--- config.mk ---
export PLATFORM = sky130hd
export DESIGN_NAME = fetch_stage
export DESIGN_NICKNAME = d
export VERILOG_FILES = /design/src/rtl/fetch_stage_pkg.sv /design/src/rtl/fetch_stage_hold_buf.sv /design/src/rtl/fetch_stage_reg.sv /design/src/rtl/fetch_stage.sv
export SDC_FILE = /design/constraint.sdc
export NUM_CORES = 1
export LEC_CHECK = 0
export BUFFER_PORTS_ARGS = -buffer_cell sky130_fd_sc_hd__buf_2
export CORE_ASPECT_RATIO = 0.75
export CORE_UTILIZATION = 35
export CTS_BUF_LIST = sky130_fd_sc_hd__clkbuf_16
export CTS_CLUSTER_SIZE = 25
export DETAILED_ROUTE_END_ITERATION = 10
export GPL_TIMING_DRIVEN = 0
export SYNTH_ARGS = -nofsm -noshare
export SYNTH_HDL_FRONTEND = slang
export SYNTH_HIERARCHICAL = 1
export SYNTH_SLANG_ARGS = --single-unit
export TNS_END_PERCENT = 5
--- constraint.sdc ---
create_clock -name clk -period 2.95 [get_ports clk]
set_input_delay 0.295 -clock clk [delete_from_list [all_inputs] [get_ports clk]]
set_output_delay 0.295 -clock clk [all_outputs]
set_load 0.005 [all_outputs]
--- src/rtl/fetch_stage_pkg.sv ---
// Shared fetch-stage definitions: state encodings, reset PC, instruction width,
// NOP encoding and the {pc, instr, valid} entry carried toward decode.
package fetch_stage_pkg;

  localparam int unsigned XLEN = 32;
  localparam int unsigned ILEN = 32;

  localparam logic [XLEN-1:0] DEF_RESET_PC = 32'h0000_0000;
  localparam logic [ILEN-1:0] NOP_INSTR    = 32'h0000_0000;

  typedef enum logic [1:0] {
    FS_IDLE = 2'd0,
    FS_RUN  = 2'd1,
    FS_HOLD = 2'd2
  } fetch_state_e;

  typedef struct packed {
    logic [XLEN-1:0] pc;
    logic [ILEN-1:0] instr;
    logic            valid;
  } fetch_entry_t;

  function automatic logic [XLEN-1:0] pc_next(input logic [XLEN-1:0] pc,
                                              input logic [XLEN-1:0] step);
    return pc + step;
  endfunction

endpackage

--- src/rtl/fetch_stage_hold_buf.sv ---
// Stall capture buffer: latches the instruction on display when a stall begins
// so it survives the memory moving on underneath it.
module fetch_hold_buf
  import fetch_stage_pkg::*;
(
  input  logic         clk_i,
  input  logic         rst_i,
  input  logic         capture_i,
  input  fetch_entry_t entry_i,
  output fetch_entry_t entry_o
);

  fetch_entry_t entry_q;

  always_ff @(posedge clk_i or posedge rst_i) begin
    if (rst_i)          entry_q <= '0;
    else if (capture_i) entry_q <= entry_i;
  end

  assign entry_o = entry_q;

endmodule

--- src/rtl/fetch_stage_reg.sv ---
// Generic enabled register with asynchronous active-high reset to RST_VAL.
module fetch_stage_reg #(
  parameter int unsigned   W       = 32,
  parameter logic [W-1:0]  RST_VAL = '0
) (
  input  logic         clk_i,
  input  logic         rst_i,
  input  logic         en_i,
  input  logic [W-1:0] d_i,
  output logic [W-1:0] q_o
);

  always_ff @(posedge clk_i or posedge rst_i) begin
    if (rst_i)     q_o <= RST_VAL;
    else if (en_i) q_o <= d_i;
  end

endmodule

--- src/rtl/fetch_stage.sv ---
// Instruction fetch stage: owns the PC, drives a 1-cycle synchronous imem,
// holds across stalls and squashes on redirect. `FETCH_PERF_EN adds perf counters.
module fetch_stage
  import fetch_stage_pkg::*;
#(
  parameter logic [XLEN-1:0] RESET_PC = DEF_RESET_PC,
  parameter logic [XLEN-1:0] PC_STEP  = 32'd1
) (
  input  logic            clk,
  input  logic            rst,
  input  logic            stall,
  input  logic            redirect,
  input  logic [XLEN-1:0] redirect_pc,
  output logic [XLEN-1:0] imem_addr,
  input  logic [ILEN-1:0] imem_data,
  output logic [XLEN-1:0] pc_out,
  output logic [ILEN-1:0] instr_out,
  output logic            valid_out,
  output logic            flush_out
`ifdef FETCH_PERF_EN
  ,
  output logic [31:0]     perf_fetched,
  output logic [31:0]     perf_bubbles
`endif
);

  fetch_state_e    state_q, state_d;
  logic [XLEN-1:0] fetch_pc_q, fetch_pc_d;
  logic [XLEN-1:0] pend_pc_q;
  logic            pend_v_q;
  logic            adv;
  logic            capture;
  fetch_entry_t    run_entry, hold_entry, cur_entry;

  // The whole front end advances together; redirect overrides a stall.
  assign adv        = ~stall | redirect;
  assign fetch_pc_d = redirect ? redirect_pc : pc_next(fetch_pc_q, PC_STEP);

  fetch_stage_reg #(
    .W       (XLEN),
    .RST_VAL (RESET_PC)
  ) u_fetch_pc (
    .clk_i (clk),
    .rst_i (rst),
    .en_i  (adv),
    .d_i   (fetch_pc_d),
    .q_o   (fetch_pc_q)
  );

  assign imem_addr = fetch_pc_q;

  // pend_* tracks which address the imem data belongs to. Since fetch_pc is
  // frozen during a hold, the release cycle re-reads the same address and the
  // following instruction lands aligned with no gap.
  always_ff @(posedge clk or posedge rst) begin
    if (rst) begin
      pend_pc_q <= '0;
      pend_v_q  <= 1'b0;
    end else if (adv) begin
      pend_pc_q <= fetch_pc_q;
      pend_v_q  <= ~redirect;
    end
  end

  always_ff @(posedge clk or posedge rst) begin
    if (rst) state_q <= FS_IDLE;
    else     state_q <= state_d;
  end

  always_comb begin
    state_d = state_q;
    case (state_q)
      FS_IDLE: if (adv) state_d = FS_RUN;
      FS_RUN:  if (stall && !redirect) state_d = FS_HOLD;
      FS_HOLD: if (adv) state_d = FS_RUN;
      default: state_d = FS_IDLE;
    endcase
  end

  assign run_entry = '{pc: pend_pc_q, instr: imem_data, valid: pend_v_q};
  assign capture   = (state_q == FS_RUN) & stall & ~redirect;

  fetch_hold_buf u_hold (
    .clk_i     (clk),
    .rst_i     (rst),
    .capture_i (capture),
    .entry_i   (run_entry),
    .entry_o   (hold_entry)
  );

  always_comb begin
    cur_entry = '0;
    case (state_q)
      FS_RUN:  cur_entry = run_entry;
      FS_HOLD: cur_entry = hold_entry;
      default: cur_entry = '0;
    endcase
  end

  // A redirect squashes whatever is on display this cycle.
  assign valid_out = cur_entry.valid & ~redirect;
  assign instr_out = valid_out ? cur_entry.instr : NOP_INSTR;
  assign pc_out    = cur_entry.pc;
  assign flush_out = ~valid_out;

`ifdef FETCH_PERF_EN
  logic [31:0] perf_fetched_q, perf_bubbles_q;

  always_ff @(posedge clk or posedge rst) begin
    if (rst) begin
      perf_fetched_q <= '0;
      perf_bubbles_q <= '0;
    end else begin
      if (valid_out && !stall && perf_fetched_q != 32'hFFFF_FFFF)
        perf_fetched_q <= perf_fetched_q + 32'd1;
      if (!valid_out && perf_bubbles_q != 32'hFFFF_FFFF)
        perf_bubbles_q <= perf_bubbles_q + 32'd1;
    end
  end

  assign perf_fetched = perf_fetched_q;
  assign perf_bubbles = perf_bubbles_q;
`endif

endmodule

-- Yosys cells after proc, flatten, opt, wreduce, memory -nomap -nowiden
Cells that the tools add are included.
- register bits after elaboration: 132
- latch bits: 0
- RAM bits: 0
- bits in read-only memories: 0
- input port bits: 68
- output and inout bits: 98
- logic and storage cells: 30
- memories: 0
- add/sub/neg operators: 1
- multiply operators: 0
- div/mod/pow operators: 0
- magnitude comparators: 0
- equal/unequal tests: 4
- shifts and indexed selects: 0
- muxes and demuxes: 6
- bitwise operators: 7
- reduce and logical (&&, ||, !) cells: 5
- operator list (kind ; count):
    one-hot mux 65 bit (2 select lines) ; 1
    2-to-1 mux 32 bit ; 2
    adder 32 x 1 -> 32 bit, second input constant ; 1
    2-to-1 mux 2 bit ; 2
    one-hot mux 2 bit (2 select lines) ; 1
    AND 1 bit ; 3
    NOT 1 bit ; 3
    == test 2 x 1 -> 1 bit, second input constant ; 1
    == test 2 bit, second input constant ; 1
    logical NOT 2 bit ; 1
    inequality test 2 x 1 -> 1 bit, second input constant ; 1
    inequality test 2 bit, second input constant ; 1
    AND reduction 2 bit ; 1
    OR reduction 2 bit ; 1
    logical AND 1 bit ; 1
    logical NOT 1 bit ; 1
    bitwise OR 1 bit ; 1

-- Longest topological paths before layout
- word-level depth: 4
- mapped depth: 8
- gate-level depth less buffers: 7

-- Hierarchy
The synthesis kept the hierarchy.
- modules (own cells, without submodules) (module ; times used ; cells each ; area an instance (sq um) ; seq. area each (sq um)):
    fetch_stage ; 1 ; 408 ; 3239.4 ; 875.8
    fetch_hold_buf ; 1 ; 138 ; 2622.5 ; 1626.6
    fetch_stage_reg ; 1 ; 69 ; 1348.8 ; 800.8

-- Least setup slack after synthesis
Ideal clock, no wire load.
- path type: register -> register
- start point: register u_fetch_pc.q_o[5]
- end point: register u_fetch_pc.q_o[31]
- setup time: 0.064 ns
- arrival time: 1.924 ns
- required time: 2.886 ns
- setup slack: 0.963 ns
- cell stages (with the launch flop): 8
- buffers on the path: 1
- period minus slack after synthesis: 1.987 ns
- path through: dfrtp_1 -> and3_1 -> buf_6 -> nand4_4 -> or3_1 -> or4_1 -> a31oi_1 -> mux2_4
- cells in the longest elaborated chain, start to end: 2
- ends and longest elaborated chain (element ; line ; source):
    start, declared ; fetch_stage_reg.sv:10 ; output logic [W-1:0] q_o
    start signal, assigned ; fetch_stage_reg.sv:15 ; else if (en_i) q_o <= d_i;
    adder 32 x 1 -> 32 bit ; fetch_stage_pkg.sv:25 ; return pc + step;
    2-to-1 mux 32 bit ; fetch_stage.sv:37 ; assign fetch_pc_d = redirect ? redirect_pc : pc_next(fetch_pc_q, PC_STEP);
    via fetch_pc_d[31] ; fetch_stage.sv:28 ; logic [XLEN-1:0] fetch_pc_q, fetch_pc_d;
The timed path passes the listed nets, and every way through them passes these cells.
A chain may end at the register's enable or synchronous reset.

-- Worst setup path after layout
- start point: register state_q[1]
- end point: output instr_out[22]
- cells in the longest elaborated chain, start to end: 4
- elaborated cells between the ends (all ways): 5
- those cells by class: eq/ne (2); mux (2); bitwise (1)
- ends and longest elaborated chain (element ; line ; source):
    start, declared ; fetch_stage.sv:27 ; fetch_state_e state_q, state_d;
    start signal, assigned ; fetch_stage.sv:67 ; else state_q <= state_d;
    == test 2 bit or == test 2 x 1 -> 1 bit (tied branches) ; fetch_stage.sv:93 ; case (state_q)
    one-hot mux 65 bit (2 select lines) (*) ; fetch_stage.sv:93 ;
    AND 1 bit ; fetch_stage.sv:101 ; assign valid_out = cur_entry.valid & ~redirect;
    2-to-1 mux 32 bit (*) ; fetch_stage.sv:102 ; assign instr_out = valid_out ? cur_entry.instr : NOP_INSTR;
    end, declared ; fetch_stage.sv:17 ; output logic [ILEN-1:0] instr_out,
Every way passes the cells marked *; elsewhere a longest branch is shown, timed or not.

==> summary.txt <==
Clocking
  – Max Root-Sink Buffers: 2
  – CTS tree: yes
  – Worst-skew pair later-pin latency: 0.42 ns
  – Root buf cell: clkbuf_16
  – Postcts setup bufs: 0
  – Hold Buf Count CTS: 0
  – Num CTS Buffers: 17
  – CTS clk-pin slew, worst paths: 0.06 ns
  – CTS sink cnt: 132
  – H-tree Lvls: 4

Timing
  – Final worst slack: 0.309 ns
  – Fin. max-slew vios: 0
  – Worst slew margin: 0.417
  – Setup violators final: 0
  – Hold_ws: 0.0368 ns
  – FMAX: 379 MHz
  – Unrepaired setup endpoints after global routing: no
  – Fin crit share: 0.895
  – Worst Tran Pin Value: 0.875 ns
  – Worst clock skew: 0.00406 ns
  – Hold Vio Cnt, Final: 0
  – Minimum clock period after layout: 2.64 ns
  – Final TNS setup: 0 ns

Detailed routing
  – Drt via density: 5.10
  – Drt first pass iters: 5
  – Final ANT Viol Nets: 0
  – Vias: 5465
  – Starting DRT DRC Count: 271
  – Routed length per instance: 18.2 um
  – Routed WL: 19500 um
  – DRC: 0

Synthesis
  – Syn_nets: 689
  – Synth unique cells: 34
  – Sequential-to-total area share from yosys stat: 0.458
  – FF+latch count, synth: 132
  – Post-synth EDFFs: 0
  – Syn Area/Cell: 11.7 um^2
  – Dominant synthesized flop cell: dfrtp_1
  – Warning count from the yosys run: 6
  – Cells after synthesis: 615
  – Mapped Area: 7210 um^2
  – Asr flop ratio synth: 1.00

Cells and area
  – Final non-filler cell area: 9010 um^2
  – Final #Nets: 873
  – Filler Cell Count: 1940
  – P&R area growth vs syn: 24.9%
  – Register area: 3300 um^2
  – Finished Layout Cells: 1071
  – Multi-input combinational cell area: 3590 um^2
  – Fin util: 0.446
  – Layout cells sized above 1: 0.431

Power and ir drop
  – Power Density: 871 nW/um^2
  – Total power draw: 7.85 mW
  – Lkg Pwr: 4.15 nW
  – Max VDD drop: 0.452 mV

Place
  – Placement-stage worst setup slack: 0.399 ns
  – Post-DP HPWL: 14000 um
  – Final Wtd Congestion: 0.797
  – Post-Place Cell Area: 8360 um^2
  – DP Cell Count: 1038
  – I/O Buffers: 165

GRT
  – Largest net degree at the start of global routing: 66
  – First-pass GRT wire length: 31100 um
  – Initial antenna violation count: 0
  – Global Route Usage Sum: 0.192
  – Grt ovf: 0
  – Number of global-route vias before repair: 5415

Critical path
  – CP Class: flip-flop to output pin
  – CP endpoint kind: output pin
  – Max stage delay on crit path: 0.44 ns
  – Worst-case reg-to-reg path depth: 8
  – Worst Setup EP: instr_out[22]
  – R2R setup slack: 0.49 ns
  – Worst Setup SP: state_q[1]$_DFFE_PP0P_
  – Crit path DAT: 2.35 ns
  – Critical path cell sequence: inv_1 > ha_1 > clkbuf_2 > buf_1 > a22oi_1 > nor2_1 > buf_2
  – Setup crit start kind: flip-flop
  – Critical Path RT: 2.65 ns
  – RR Endpoint: u_fetch_pc/q_o[28]$_DFFE_PP0P_
  – Max FO, Critical Path: 10
  – Reg2reg start: u_fetch_pc/q_o[0]$_DFFE_PP0P_
  – Critical-path top delay cell: buf_1

Hold path
  – HP Class: input port to async pin

Floorplanning
  – Die Span Y: 126 um
  – Row count: 45
  – Core box area: 20200 um^2
  – Die Span X: 168 um
  – Die area: 21200 um^2
  – Initial Util: 0.357
  – Ports: 166

Run
  – Maximum capacitance violations: 0

Outcome
  – Status: finished clean
worst max-delay path: cells and delay by family (launching register included):
| kind | cells | cell delay, ns |
|---|---|---|
| buf+inv | 4 | 0.97 |
| flops | 1 | 0.41 |
| fa+ha+maj | 1 | 0.22 |
| compound gates | 1 | 0.19 |
| simple gates | 1 | 0.13 |
placed cells by master, fill, tap and decap left out, types with 2 or more instances in the layout:
master and count:
a22oi_1 64, and2_1 2, and3_1 2, and4_1 4
buf_1 5, buf_12 3, buf_2 166, buf_6 8
bufinv_16 5, clkbuf_1 20, clkbuf_16 17, clkbuf_2 5
clkinv_1 4, clkinv_2 2, clkinv_4 3, clkinvlp_4 2
dfrtp_1 132, ha_1 6, inv_1 9, inv_2 2
mux2_2 53, mux2_4 80, nand2_1 45, nand3_1 12
nand4_1 4, nor2_1 40, nor2b_1 32, nor3_1 10
nor4_1 7, o21ai_0 29, xnor2_1 22, xor2_1 7
worst min path at each step:
stage,endpoint,cells past startpoint,start
CTS,pend_v_q$_DFFE_PP0P_,2,stall
floorplan,pend_v_q$_DFFE_PP0P_,1,stall
global placement,pend_v_q$_DFFE_PP0P_,2,stall
finish,u_fetch_pc/q_o[3]$_DFFE_PP0P_,2,rst
global route,pend_v_q$_DFFE_PP0P_,2,stall
detailed placement,pend_v_q$_DFFE_PP0P_,2,stall
kinds of logic (layout without fill, tap and decap cells):
group / count (synthesis) / after routing / synth area share
other: 0 / 1 / 0
adder cells (fa/ha/maj): 6 / 6 / 0.0104
AO/OA/AOI/OAI: 97 / 97 / 0.0906
AND/OR/NAND/NOR: 163 / 163 / 0.112
buffers and inverters: 55 / 252 / 0.0439
flip-flops: 132 / 132 / 0.458
multiplexers: 133 / 133 / 0.249
XOR/XNOR: 29 / 29 / 0.0352
sequential cells by signal (all words and copies together) (netlist names):
signal and cells:
state_q 2, u_fetch_pc/q_o 32, pend_v_q 1, pend_pc_q 32, u_hold/entry_o 65
report_power, final:
part / internal [mW] / total (mW) / switching (mW)
logic: 1.44 / 2.65 / 1.21
clock network: 1.49 / 2.31 / 0.821
registers: 2.42 / 2.89 / 0.471
total: 5.35 / 7.85 / 2.50
final cells by class:
cell class,count,area share
clock buffers,17,0.0472
diodes,1,0.000278
repair buffers,165,0.0917
clock inverters,15,0.0236
well taps,258,0.0358
flip-flops and latches,132,0.367
inverters,13,0.00569
plain buffers,42,0.0304
multi-input cells,428,0.399
synth_stat cells (2+ instances only):
| master | number | area, um^2 |
|---|---|---|
| nand4_1 | 4 | 25.0 |
| xor2_1 | 7 | 61.3 |
| xnor2_1 | 22 | 193 |
| nand3_1 | 12 | 60.1 |
| dfrtp_1 | 132 | 3300 |
| buf_1 | 7 | 26.3 |
| buf_6 | 8 | 90.1 |
| inv_1 | 12 | 45.0 |
| nor4_1 | 7 | 43.8 |
| nor2_1 | 40 | 150 |
| and3_1 | 2 | 12.5 |
| o21ai_0 | 29 | 145 |
| nor3_1 | 10 | 50.1 |
| clkbuf_1 | 23 | 86.3 |
| and4_1 | 4 | 35.0 |
| nor2b_1 | 32 | 200 |
| nand2_1 | 45 | 169 |
| and2_1 | 2 | 12.5 |
| buf_12 | 3 | 60.1 |
| mux2_4 | 80 | 1200 |
| mux2_2 | 53 | 597 |
| a22oi_1 | 64 | 480 |
| ha_1 | 6 | 75.1 |
per-layer routing:
| layer | wire, um | part of all wire | vias up | GRT usage |
|---|---|---|---|---|
| met2 | 8310 | 0.43 | 147 | 0.275 |
| met5 | 0 | 0 | - | 0 |
| met3 | 986 | 0.051 | 25 | 0.0518 |
| met1 | 9890 | 0.51 | 2740 | 0.284 |
| met4 | 293 | 0.015 | 0 | 0.0486 |
| li1 | - | - | 2553 | - |
timing repair:
item | 4_1_cts | 5_1_grt
endpoints found under the hold margin | 0 | 0
pin swaps | 0 | 0
endpoints found under the setup margin | 1 | 50
resized for setup | 1 | 6
(Power assumes the default switching activity.)
